==> config.mk <==
export PLATFORM = sky130hd
export DESIGN_NAME = spifi_flash_resp
export DESIGN_NICKNAME = d
export VERILOG_FILES = /design/src/rtl/spifi_resp_pkg.sv /design/src/rtl/spifi_resp_sync.sv /design/src/rtl/spifi_flash_resp.sv
export SDC_FILE = /design/constraint.sdc
export NUM_CORES = 1
export LEC_CHECK = 0
export CORE_ASPECT_RATIO = 0.9
export CORE_UTILIZATION = 40
export DETAILED_ROUTE_END_ITERATION = 16
export GPL_TIMING_DRIVEN = 1
export SYNTH_ARGS = -nofsm -noshare
export SYNTH_HDL_FRONTEND = slang
export SYNTH_SLANG_ARGS = --single-unit
==> constraint.sdc <==
create_clock -name i_hclk -period 2.05 [get_ports i_hclk]
set_input_delay 0.41 -clock i_hclk [delete_from_list [all_inputs] [get_ports i_hclk]]
set_output_delay 0.41 -clock i_hclk [all_outputs]
set_load 0.005 [all_outputs]
==> src/rtl/spifi_resp_pkg.sv <==
// Shared types and opcode constants for the SPIFI flash responder.
package spifi_resp_pkg;

    typedef enum logic [2:0] {
        IDLE,
        CMD,
        ADDR,
        DUMMY,
        DATA,
        ID,
        IGNORE
    } state_e;

    typedef enum logic {
        KIND_SINGLE,
        KIND_QUAD
    } kind_e;

    localparam logic [7:0] OPC_READ  = 8'h03;
    localparam logic [7:0] OPC_QREAD = 8'h6B;
    localparam logic [7:0] OPC_RDID  = 8'h9F;

endpackage

==> src/rtl/spifi_resp_sync.sv <==
// Brings SCK and CS into the i_hclk domain: two synchroniser flops plus one
// history flop per line, producing single-cycle edge strobes.
module spifi_resp_sync (
    input  logic i_hclk,
    input  logic i_hnreset,
    input  logic i_sck,
    input  logic i_cs,
    output logic o_sck_rise,
    output logic o_sck_fall,
    output logic o_cs_n_sync,
    output logic o_cs_fall
);

    logic [2:0] sck_q;
    logic [2:0] cs_q;

    // Shift chains: [0] and [1] synchronise, [2] holds the previous synced value.
    // CS resets to the deasserted level so reset release never looks like a select.
    always_ff @(posedge i_hclk or negedge i_hnreset) begin
        if (!i_hnreset) begin
            sck_q <= '0;
            cs_q  <= '1;
        end else begin
            sck_q <= {sck_q[1:0], i_sck};
            cs_q  <= {cs_q[1:0], i_cs};
        end
    end

    assign o_sck_rise  =  sck_q[1] & ~sck_q[2];
    assign o_sck_fall  = ~sck_q[1] &  sck_q[2];
    assign o_cs_n_sync =  cs_q[1];
    assign o_cs_fall   = ~cs_q[1] &  cs_q[2];

endmodule

==> src/rtl/spifi_flash_resp.sv <==
// SPI/SPIFI flash responder: decodes opcode/address/dummy phases and returns
// data from a byte-wide synchronous backing memory, single (IO1) or quad.
// Optional JEDEC ID readback (opcode 0x9F) is enabled by SPIFI_RESP_JEDEC_EN.
module spifi_flash_resp
    import spifi_resp_pkg::*;
#(
    parameter int unsigned ADDR_W    = 24,
    parameter int unsigned DUMMY_CYC = 8,
    parameter logic [23:0] JEDEC_ID  = 24'hEF4018
) (
    input  logic              i_hclk,
    input  logic              i_hnreset,
    input  logic              i_spifi_sck,
    input  logic              i_spifi_cs,
    input  logic [3:0]        i_spifi_so,
    input  logic [3:0]        i_spifi_soen,
    output logic [3:0]        o_spifi_si,
    output logic [3:0]        o_spifi_oe,
    output logic              o_mem_rd,
    output logic [ADDR_W-1:0] o_mem_addr,
    input  logic [7:0]        i_mem_rdata,
    output logic              o_busy,
    output logic              o_cmd_err
);

    localparam logic [4:0] DUMMY_LAST = 5'(DUMMY_CYC - 1);

    logic sck_rise, sck_fall, cs_n_sync, cs_fall;

    spifi_resp_sync u_sync (
        .i_hclk      (i_hclk),
        .i_hnreset   (i_hnreset),
        .i_sck       (i_spifi_sck),
        .i_cs        (i_spifi_cs),
        .o_sck_rise  (sck_rise),
        .o_sck_fall  (sck_fall),
        .o_cs_n_sync (cs_n_sync),
        .o_cs_fall   (cs_fall)
    );

    state_e            state_q, state_d;
    kind_e             kind_q, kind_d;
    logic [4:0]        cnt_q, cnt_d;
    logic [22:0]       shin_q, shin_d;
    logic [ADDR_W-1:0] addr_q, addr_d;
    logic [7:0]        pref_q, pref_d;
    logic [7:0]        shout_q, shout_d;
    logic [3:0]        si_q, si_d;
    logic [3:0]        oe_q, oe_d;
    logic              rd_q, rd_d;
    logic              rd_dly_q, rd_dly_d;
    logic              err_q, err_d;
    logic              cont_q, cont_d;

    logic [23:0]       full_v;
    logic [7:0]        cur_byte;

    // Next-state, datapath and output logic for the whole transaction.
    always_comb begin
        state_d  = state_q;
        kind_d   = kind_q;
        cnt_d    = cnt_q;
        shin_d   = shin_q;
        addr_d   = addr_q;
        shout_d  = shout_q;
        si_d     = si_q;
        oe_d     = oe_q;
        cont_d   = cont_q;
        rd_d     = 1'b0;
        err_d    = 1'b0;
        rd_dly_d = rd_q;
        pref_d   = rd_dly_q ? i_mem_rdata : pref_q;
        full_v   = {shin_q, i_spifi_so[0]};
        cur_byte = (cnt_q == 5'd0) ? pref_q : shout_q;

        if (cs_n_sync) begin
            state_d = IDLE;
            cnt_d   = '0;
            shin_d  = '0;
            shout_d = '0;
            si_d    = '0;
            oe_d    = '0;
            cont_d  = 1'b0;
        end else begin
            if (sck_rise && (|(i_spifi_soen & oe_q)) && !cont_q) begin
                err_d  = 1'b1;
                cont_d = 1'b1;
            end
            case (state_q)
                IDLE: begin
                    if (cs_fall) begin
                        state_d = CMD;
                        cnt_d   = '0;
                        shin_d  = '0;
                    end
                end
                CMD: begin
                    if (sck_rise) begin
                        shin_d = full_v[22:0];
                        if (cnt_q == 5'd7) begin
                            cnt_d = '0;
                            case (full_v[7:0])
                                OPC_READ: begin
                                    state_d = ADDR;
                                    kind_d  = KIND_SINGLE;
                                end
                                OPC_QREAD: begin
                                    state_d = ADDR;
                                    kind_d  = KIND_QUAD;
                                end
`ifdef SPIFI_RESP_JEDEC_EN
                                OPC_RDID: state_d = ID;
`endif
                                default: begin
                                    state_d = IGNORE;
                                    err_d   = 1'b1;
                                end
                            endcase
                        end else begin
                            cnt_d = cnt_q + 5'd1;
                        end
                    end
                end
                ADDR: begin
                    if (sck_rise) begin
                        shin_d = full_v[22:0];
                        if (cnt_q == 5'd23) begin
                            cnt_d  = '0;
                            addr_d = full_v[ADDR_W-1:0];
                            rd_d   = 1'b1;
                            if (kind_q == KIND_QUAD && DUMMY_CYC != 0)
                                state_d = DUMMY;
                            else
                                state_d = DATA;
                        end else begin
                            cnt_d = cnt_q + 5'd1;
                        end
                    end
                end
                DUMMY: begin
                    if (sck_rise) begin
                        if (cnt_q == DUMMY_LAST) begin
                            cnt_d   = '0;
                            state_d = DATA;
                        end else begin
                            cnt_d = cnt_q + 5'd1;
                        end
                    end
                end
                DATA: begin
                    // cnt_q==0 marks a byte boundary: take the prefetched byte and
                    // immediately request the next one so it is ready in time.
                    if (sck_fall) begin
                        if (cnt_q == 5'd0) begin
                            addr_d = addr_q + 1'b1;
                            rd_d   = 1'b1;
                        end
                        if (kind_q == KIND_SINGLE) begin
                            si_d    = {2'b00, cur_byte[7], 1'b0};
                            shout_d = {cur_byte[6:0], 1'b0};
                            oe_d    = 4'b0010;
                            cnt_d   = (cnt_q == 5'd7) ? 5'd0 : cnt_q + 5'd1;
                        end else begin
                            si_d    = cur_byte[7:4];
                            shout_d = {cur_byte[3:0], 4'b0000};
                            oe_d    = 4'b1111;
                            cnt_d   = (cnt_q == 5'd1) ? 5'd0 : cnt_q + 5'd1;
                        end
                    end
                end
`ifdef SPIFI_RESP_JEDEC_EN
                ID: begin
                    if (sck_fall) begin
                        si_d  = {2'b00, JEDEC_ID[5'd23 - cnt_q], 1'b0};
                        oe_d  = 4'b0010;
                        cnt_d = (cnt_q == 5'd23) ? 5'd0 : cnt_q + 5'd1;
                    end
                end
`endif
                default: ;
            endcase
        end
    end

`ifndef SPIFI_RESP_JEDEC_EN
    // JEDEC_ID has no function in this build.
    logic unused_jedec;
    assign unused_jedec = ^JEDEC_ID;
`endif

    // Only IO0 carries controller data in the supported opcodes.
    logic unused_so;
    assign unused_so = ^i_spifi_so[3:1];

    // State and datapath registers.
    always_ff @(posedge i_hclk or negedge i_hnreset) begin
        if (!i_hnreset) begin
            state_q  <= IDLE;
            kind_q   <= KIND_SINGLE;
            cnt_q    <= '0;
            shin_q   <= '0;
            addr_q   <= '0;
            pref_q   <= '0;
            shout_q  <= '0;
            si_q     <= '0;
            oe_q     <= '0;
            rd_q     <= 1'b0;
            rd_dly_q <= 1'b0;
            err_q    <= 1'b0;
            cont_q   <= 1'b0;
        end else begin
            state_q  <= state_d;
            kind_q   <= kind_d;
            cnt_q    <= cnt_d;
            shin_q   <= shin_d;
            addr_q   <= addr_d;
            pref_q   <= pref_d;
            shout_q  <= shout_d;
            si_q     <= si_d;
            oe_q     <= oe_d;
            rd_q     <= rd_d;
            rd_dly_q <= rd_dly_d;
            err_q    <= err_d;
            cont_q   <= cont_d;
        end
    end

    assign o_spifi_si = si_q;
    assign o_spifi_oe = oe_q;
    assign o_mem_rd   = rd_q;
    assign o_mem_addr = addr_q;
    assign o_cmd_err  = err_q;
    assign o_busy     = ~cs_n_sync & (state_q != IDLE);

endmodule

## After elaboration in Yosys (flattened, before gate mapping)

Index checks and enable logic that the tools add are counted.

| word-level totals | value |
|---|---|
| register bits | 90 |
| logic and storage cells | 130 |
| input port bits | 20 |

| operators by class | value |
|---|---|
| bitwise gates (word level) | 8 |
| eq/ne operators | 23 |
| add/subtract/negate cells | 2 |
| multiplexer cells | 58 |
| reductions and logical operators | 24 |

Operator list:

| kind | count |
|---|---|
| $mux 24 | 4 |
| $mux 23 | 3 |
| $pmux 24 s2 | 1 |
| $pmux 23 s2 | 1 |
| $mux 5 | 9 |
| $mux 8 | 5 |
| $mux 4 | 8 |
| $mux 3 | 10 |
| $add 24x1->24 const B | 1 |
| $ne 3x2->1 const B | 8 |
| $pmux 5 s4 | 1 |
| $mux 1 | 13 |
| $pmux 3 s4 | 1 |
| $reduce_and 5->1 | 2 |
| $reduce_bool 2->1 | 5 |
| $reduce_bool 5->1 | 2 |
| $eq 8x2->1 const B | 1 |
| $eq 8x7->1 const B | 1 |
| $ne 2x2->1 const B | 4 |
| $reduce_and 8->1 | 1 |
| $eq 3x2->1 const B | 2 |
| $ne 3x1->1 const B | 2 |
| $reduce_and 6->1 | 1 |
| $reduce_bool 3->1 | 2 |
| 18 further kinds | 27 |

## Depth between registers and ports, before layout

| logic depth | value |
|---|---|
| depth in word-level cells | 10 |
| depth in mapped cells | 10 |
| depth with buffers taken out | 8 |

## Modules after synthesis

Synthesis repeated with hierarchy kept, for this count alone.

| second synthesis, totals | value |
|---|---|
| cells, all modules | 488 |
| area total of the unflattened synthesis | 4,518.1 um^2 |

Modules (own cells, without submodules):

| module | times used | sequential area each (um^2) | cells an instance | area an instance (um^2) |
|---|---|---|---|---|
| spifi_flash_resp | 1 | 2,026.9 | 479 | 4,342.9 |
| spifi_resp_sync | 1 | 153.9 | 9 | 175.2 |

## Worst setup path after synthesis

Ideal clock, no wire load.

| timing | value |
|---|---|
| path type | reg2reg |
| start | register cnt_q[0] |
| end | register addr_q[8], in the netlist o_mem_addr[8] |
| arrival time | 1.617 ns |
| cell stages (with the launch flop) | 10 |
| library setup time | 0.125 ns |
| period minus slack after synthesis | 1.742 ns |
| path slack | 0.308 ns |
| cell sequence | dfrtp_1 > inv_1 > ha_1 > nor4b_2 > buf_4 > nand3_1 > a21o_1 > buf_2 > o21ai_0 > o21ai_1 |

| on the way | value |
|---|---|
| word-level cells in the longest chain between the ends | 3 |
| elaborated cells on any way between the ends | 5 |
| those cells by class | eq/ne (3); reduce/logical (2) |

RTL lines:

| element | line | RTL |
|---|---|---|
| from (decl) | spifi_flash_resp.sv:43 | `logic [4:0] cnt_q, cnt_d;` |
| from (signal assigned) | spifi_flash_resp.sv:214 | `cnt_q <= cnt_d;` |
| $eq 5x5->1 or $logic_not 5->1 (tied branches) | spifi_flash_resp.sv:127, spifi_flash_resp.sv:154 |  |
| $ne 2x2->1 (no line) | n/a |  |
| $reduce_and 6->1 (no line) * | n/a |  |
| to (signal assigned) | spifi_flash_resp.sv:216 | `addr_q <= addr_d;` |
| to (decl) | spifi_flash_resp.sv:45 | `logic [ADDR_W-1:0] addr_q, addr_d;` |

Mark *: on every way between the ends. The rest lies on a longest branch, timed or not.
A chain may end at the register's enable or synchronous reset.

## Worst setup path after layout

| timing | value |
|---|---|
| start | register state_q[2] |
| end | output port o_busy |

| on the way | value |
|---|---|
| word-level cells in the longest chain between the ends | 2 |

RTL lines:

| element | line | RTL |
|---|---|---|
| from (decl) | spifi_flash_resp.sv:41 | `state_e state_q, state_d;` |
| from (signal assigned) | spifi_flash_resp.sv:212 | `state_q <= state_d;` |
| $reduce_bool 3->1 | spifi_flash_resp.sv:233 | `assign o_busy = ~cs_n_sync & (state_q != IDLE);` |
| $and 1x1->1 | spifi_flash_resp.sv:233 |  |
| to (decl) | spifi_flash_resp.sv:22 | `output logic o_busy,` |

Every way passes these cells.

==> flow_summary.ini <==
[floorplan]
design.core.area_mm2 = 0.0109
start_util = 0.415
dieArea_mm2 = 0.0117
rows = 36
die_width_um = 114
pin_count = 55
fp.dieH_um = 103

[finish]
antenna_cells = 0
layout.cells.non_filler = 695
drive_above_1_share = 0.142
areaGrowthSynthToFinish_pct = 25.2
fin_area_mm2 = 0.00566
fin_nets = 562
n_fill_cell = 1037

[detailed_routing]
firstDrtPassIters = 4
drc = 0
drt_iter0_drc = 221
routed_wl_um = 10400
ant_nets = 0
wire_per_inst_um = 14.9
vias = 3660
vias_per_cell = 5.27

[yosys]
ys_warn_count = 0
synthFlopType = dfrtp_1
syn_area_mm2 = 0.00452
synth_cell_type_count = 58
syn_inst = 475
async_flop_share = 1.00
synth_nets = 499
synth-edff-count = 0
ys_ff_latch = 87
ys_seq_area_frac = 0.482
synth_area_per_cell_um2 = 9.52

[worst_setup_path]
cp_slowest_cell = clkdlybuf4s50_1
critPathMaxStageDelay_ps = 520
required_ps = 1640
rrSetupSlack_ps = 80
crit_path_max_fanout = 7
start_kind = flop
rr_startpoint = cnt_q[0]
r2r_cells = 8
path_class = reg -> out
worstSetupEndpointType = output pin
crit_arrival_ps = 1560
crit_path_cell_trace = nor2_2 > a21oi_1 > clkdlybuf4s50_1
worstReg2RegEnd = o_mem_addr[0]

[min_path]
hp-class = in -> async

[power_and_ir_drop]
ir_drop_uv = 603
power_density_mw_per_mm2 = 1120
power_leakage_nw = 2.35

[clocking]
clkSlewWorstSetupHoldPaths_ps = 60
cts_buffer_depth = 2
cts-buffers-inserted = 9
h-tree-depth = 3
postCtsHoldBufs = 0
cts.sinks = 87
clock_latency_ps = 340
cts_root_buffer = clkbuf_16
tritoncts = done

[sta]
final_hold_viol_count = 0
slew_violations = 0
period_share = 0.960
min_period_ps = 1970
fin_skew_ps = 6.02
max_freq_mhz = 508
max_slew.worst_pin.slew_ps = 479
setup_viol = 0
slew_headroom = 0.681

[global_routing]
grt_max_degree = 88
track_usage = 0.185
top_usage_layer = met2
grt_util_met1 = 0.260
antenna_found_initial = 0
grt_use_met3 = 0.0376
grt_overflow_total = 0
grt_pass1_vias = 3368
grt_util_met2 = 0.293
grt_pass1_wl_um = 17000

[run_status]
status = completed

[place]
dp_hpwl_um = 6910
dpl.cell_count = 674
place.gp.congestion = 0.837
port_buffers = 51
place_area_mm2 = 0.00528

[flow_run]
drv_cap = 0
[worst max-delay path, delay by kind of cell, from the launching register on]
family                 cells  cell delay [ps]
buffers and inverters      1              520
flip-flops                 1              450
AO/OA/AOI/OAI              1              170
AND/OR/NAND/NOR            1               80
[state kept, by name, summed over array words and instances (netlist names)]
signal,cells
kind_q,1
shout_q,7
o_spifi_oe,2
o_cmd_err,1
u_sync.cs_q,3
o_mem_addr,24
u_sync.sck_q,3
state_q,3
cont_q,1
rd_dly_q,1
shin_q,23
pref_q,8
o_spifi_si,4
o_mem_rd,1
cnt_q,5
[power breakdown]
| part | switching (mW) | internal [mW] |
|---|---|---|
| clock network | 0.667 | 1.06 |
| logic | 1.11 | 1.13 |
| registers | 0.342 | 2.03 |
| total | 2.12 | 4.22 |
[repair_timing]
| item | CTS | global route |
|---|---|---|
| buffers inserted | 1 | 4 |
| gates cloned | 0 | 0 |
| resized for setup | 3 | 5 |
| setup endpoints to repair | 1 | 19 |
| pin swaps | 0 | 0 |
[cell usage in the layout, fill, tap and decap left out, types with 6 or more instances in the layout]
master and count:
a21oi_1 42, and3_1 6, buf_4 26, clkbuf_16 9, clkdlybuf4s50_1 50, dfrtp_1 81
inv_1 38, mux2_2 9, mux2i_1 37, nand2_1 64, nand3_1 23, nor2_1 20
nor3_1 11, o21ai_0 16, o21ai_1 8, o22ai_1 12, o31ai_1 7
[cell families after synthesis]
kind of cell    Yosys count  synth area share
simple gates            148             0.159
compound gates          122             0.173
flops                    87             0.482
buf+inv                  68            0.0706
mux                      46             0.104
fa+ha+maj                 4            0.0111
[layout make-up]
cell class | count | area [µm²] | share of cell area
Clock buffer | 10 | 229 | 0.0405
Multi-Input combinational cell | 320 | 2030 | 0.359
Sequential cell | 87 | 2180 | 0.386
Timing Repair Buffer | 81 | 787 | 0.139
Inverter | 39 | 149 | 0.0263
Tap cell | 152 | 190 | 0.0336
Clock inverter | 6 | 85.1 | 0.0150
[per-layer routing]
| layer | vias up | wire [µm] |
|---|---|---|
| met3 | 2 | 392 |
| li1 | 1800 | - |
| met5 | - | 0 |
| met2 | 76 | 4870 |
| met4 | 0 | 34 |
| met1 | 1782 | 5080 |
[worst max-delay path by stage]
stage               slack [ps]          start  depth (start not counted)            end
CTS                        0.7       cnt_q[0]                          9  o_mem_addr[5]
floorplan                  310       cnt_q[0]                          9  o_mem_addr[8]
global route               -10     state_q[2]                          3         o_busy
detailed placement          20  i_spifi_so[0]                          6         kind_q
finish                      80     state_q[2]                          3         o_busy
global placement            30  i_spifi_so[0]                          6         kind_q
[metrics by stage]
| stage | hold slack, ps | power (mW) | TNS, ps | setup WS [ps] | util |
|---|---|---|---|---|---|
| floorplan | 114 | 3.64 | 0 | 308 | - |
| global placement | 338 | 4.50 | 0 | 28.9 | 0.485 |
| detailed placement | 346 | 4.55 | 0 | 16.9 | 0.485 |
| CTS | 134 | 6.32 | 0 | 0.700 | 0.515 |
| global route | 155 | 6.74 | -11.1 | -11.1 | 0.519 |
| finish | 114 | 6.34 | 0 | 81.7 | 0.519 |
[cell usage after synthesis, types with 5 or more instances]
cell | instances | area (µm²)
nand3_1 | 23 | 115
mux2i_1 | 37 | 370
o21ai_1 | 8 | 40.0
inv_1 | 38 | 143
nor3_1 | 11 | 55.1
buf_2 | 12 | 60.1
nor2_1 | 21 | 78.8
o31ai_1 | 7 | 52.6
buf_4 | 9 | 67.6
clkbuf_1 | 5 | 18.8
o22ai_1 | 12 | 75.1
mux2_2 | 9 | 101
o21ai_0 | 16 | 80.1
a21oi_1 | 42 | 210
nand2_1 | 64 | 240
and3_1 | 6 | 37.5
dfrtp_1 | 84 | 2100
Power figures use the tool's default switching activity.
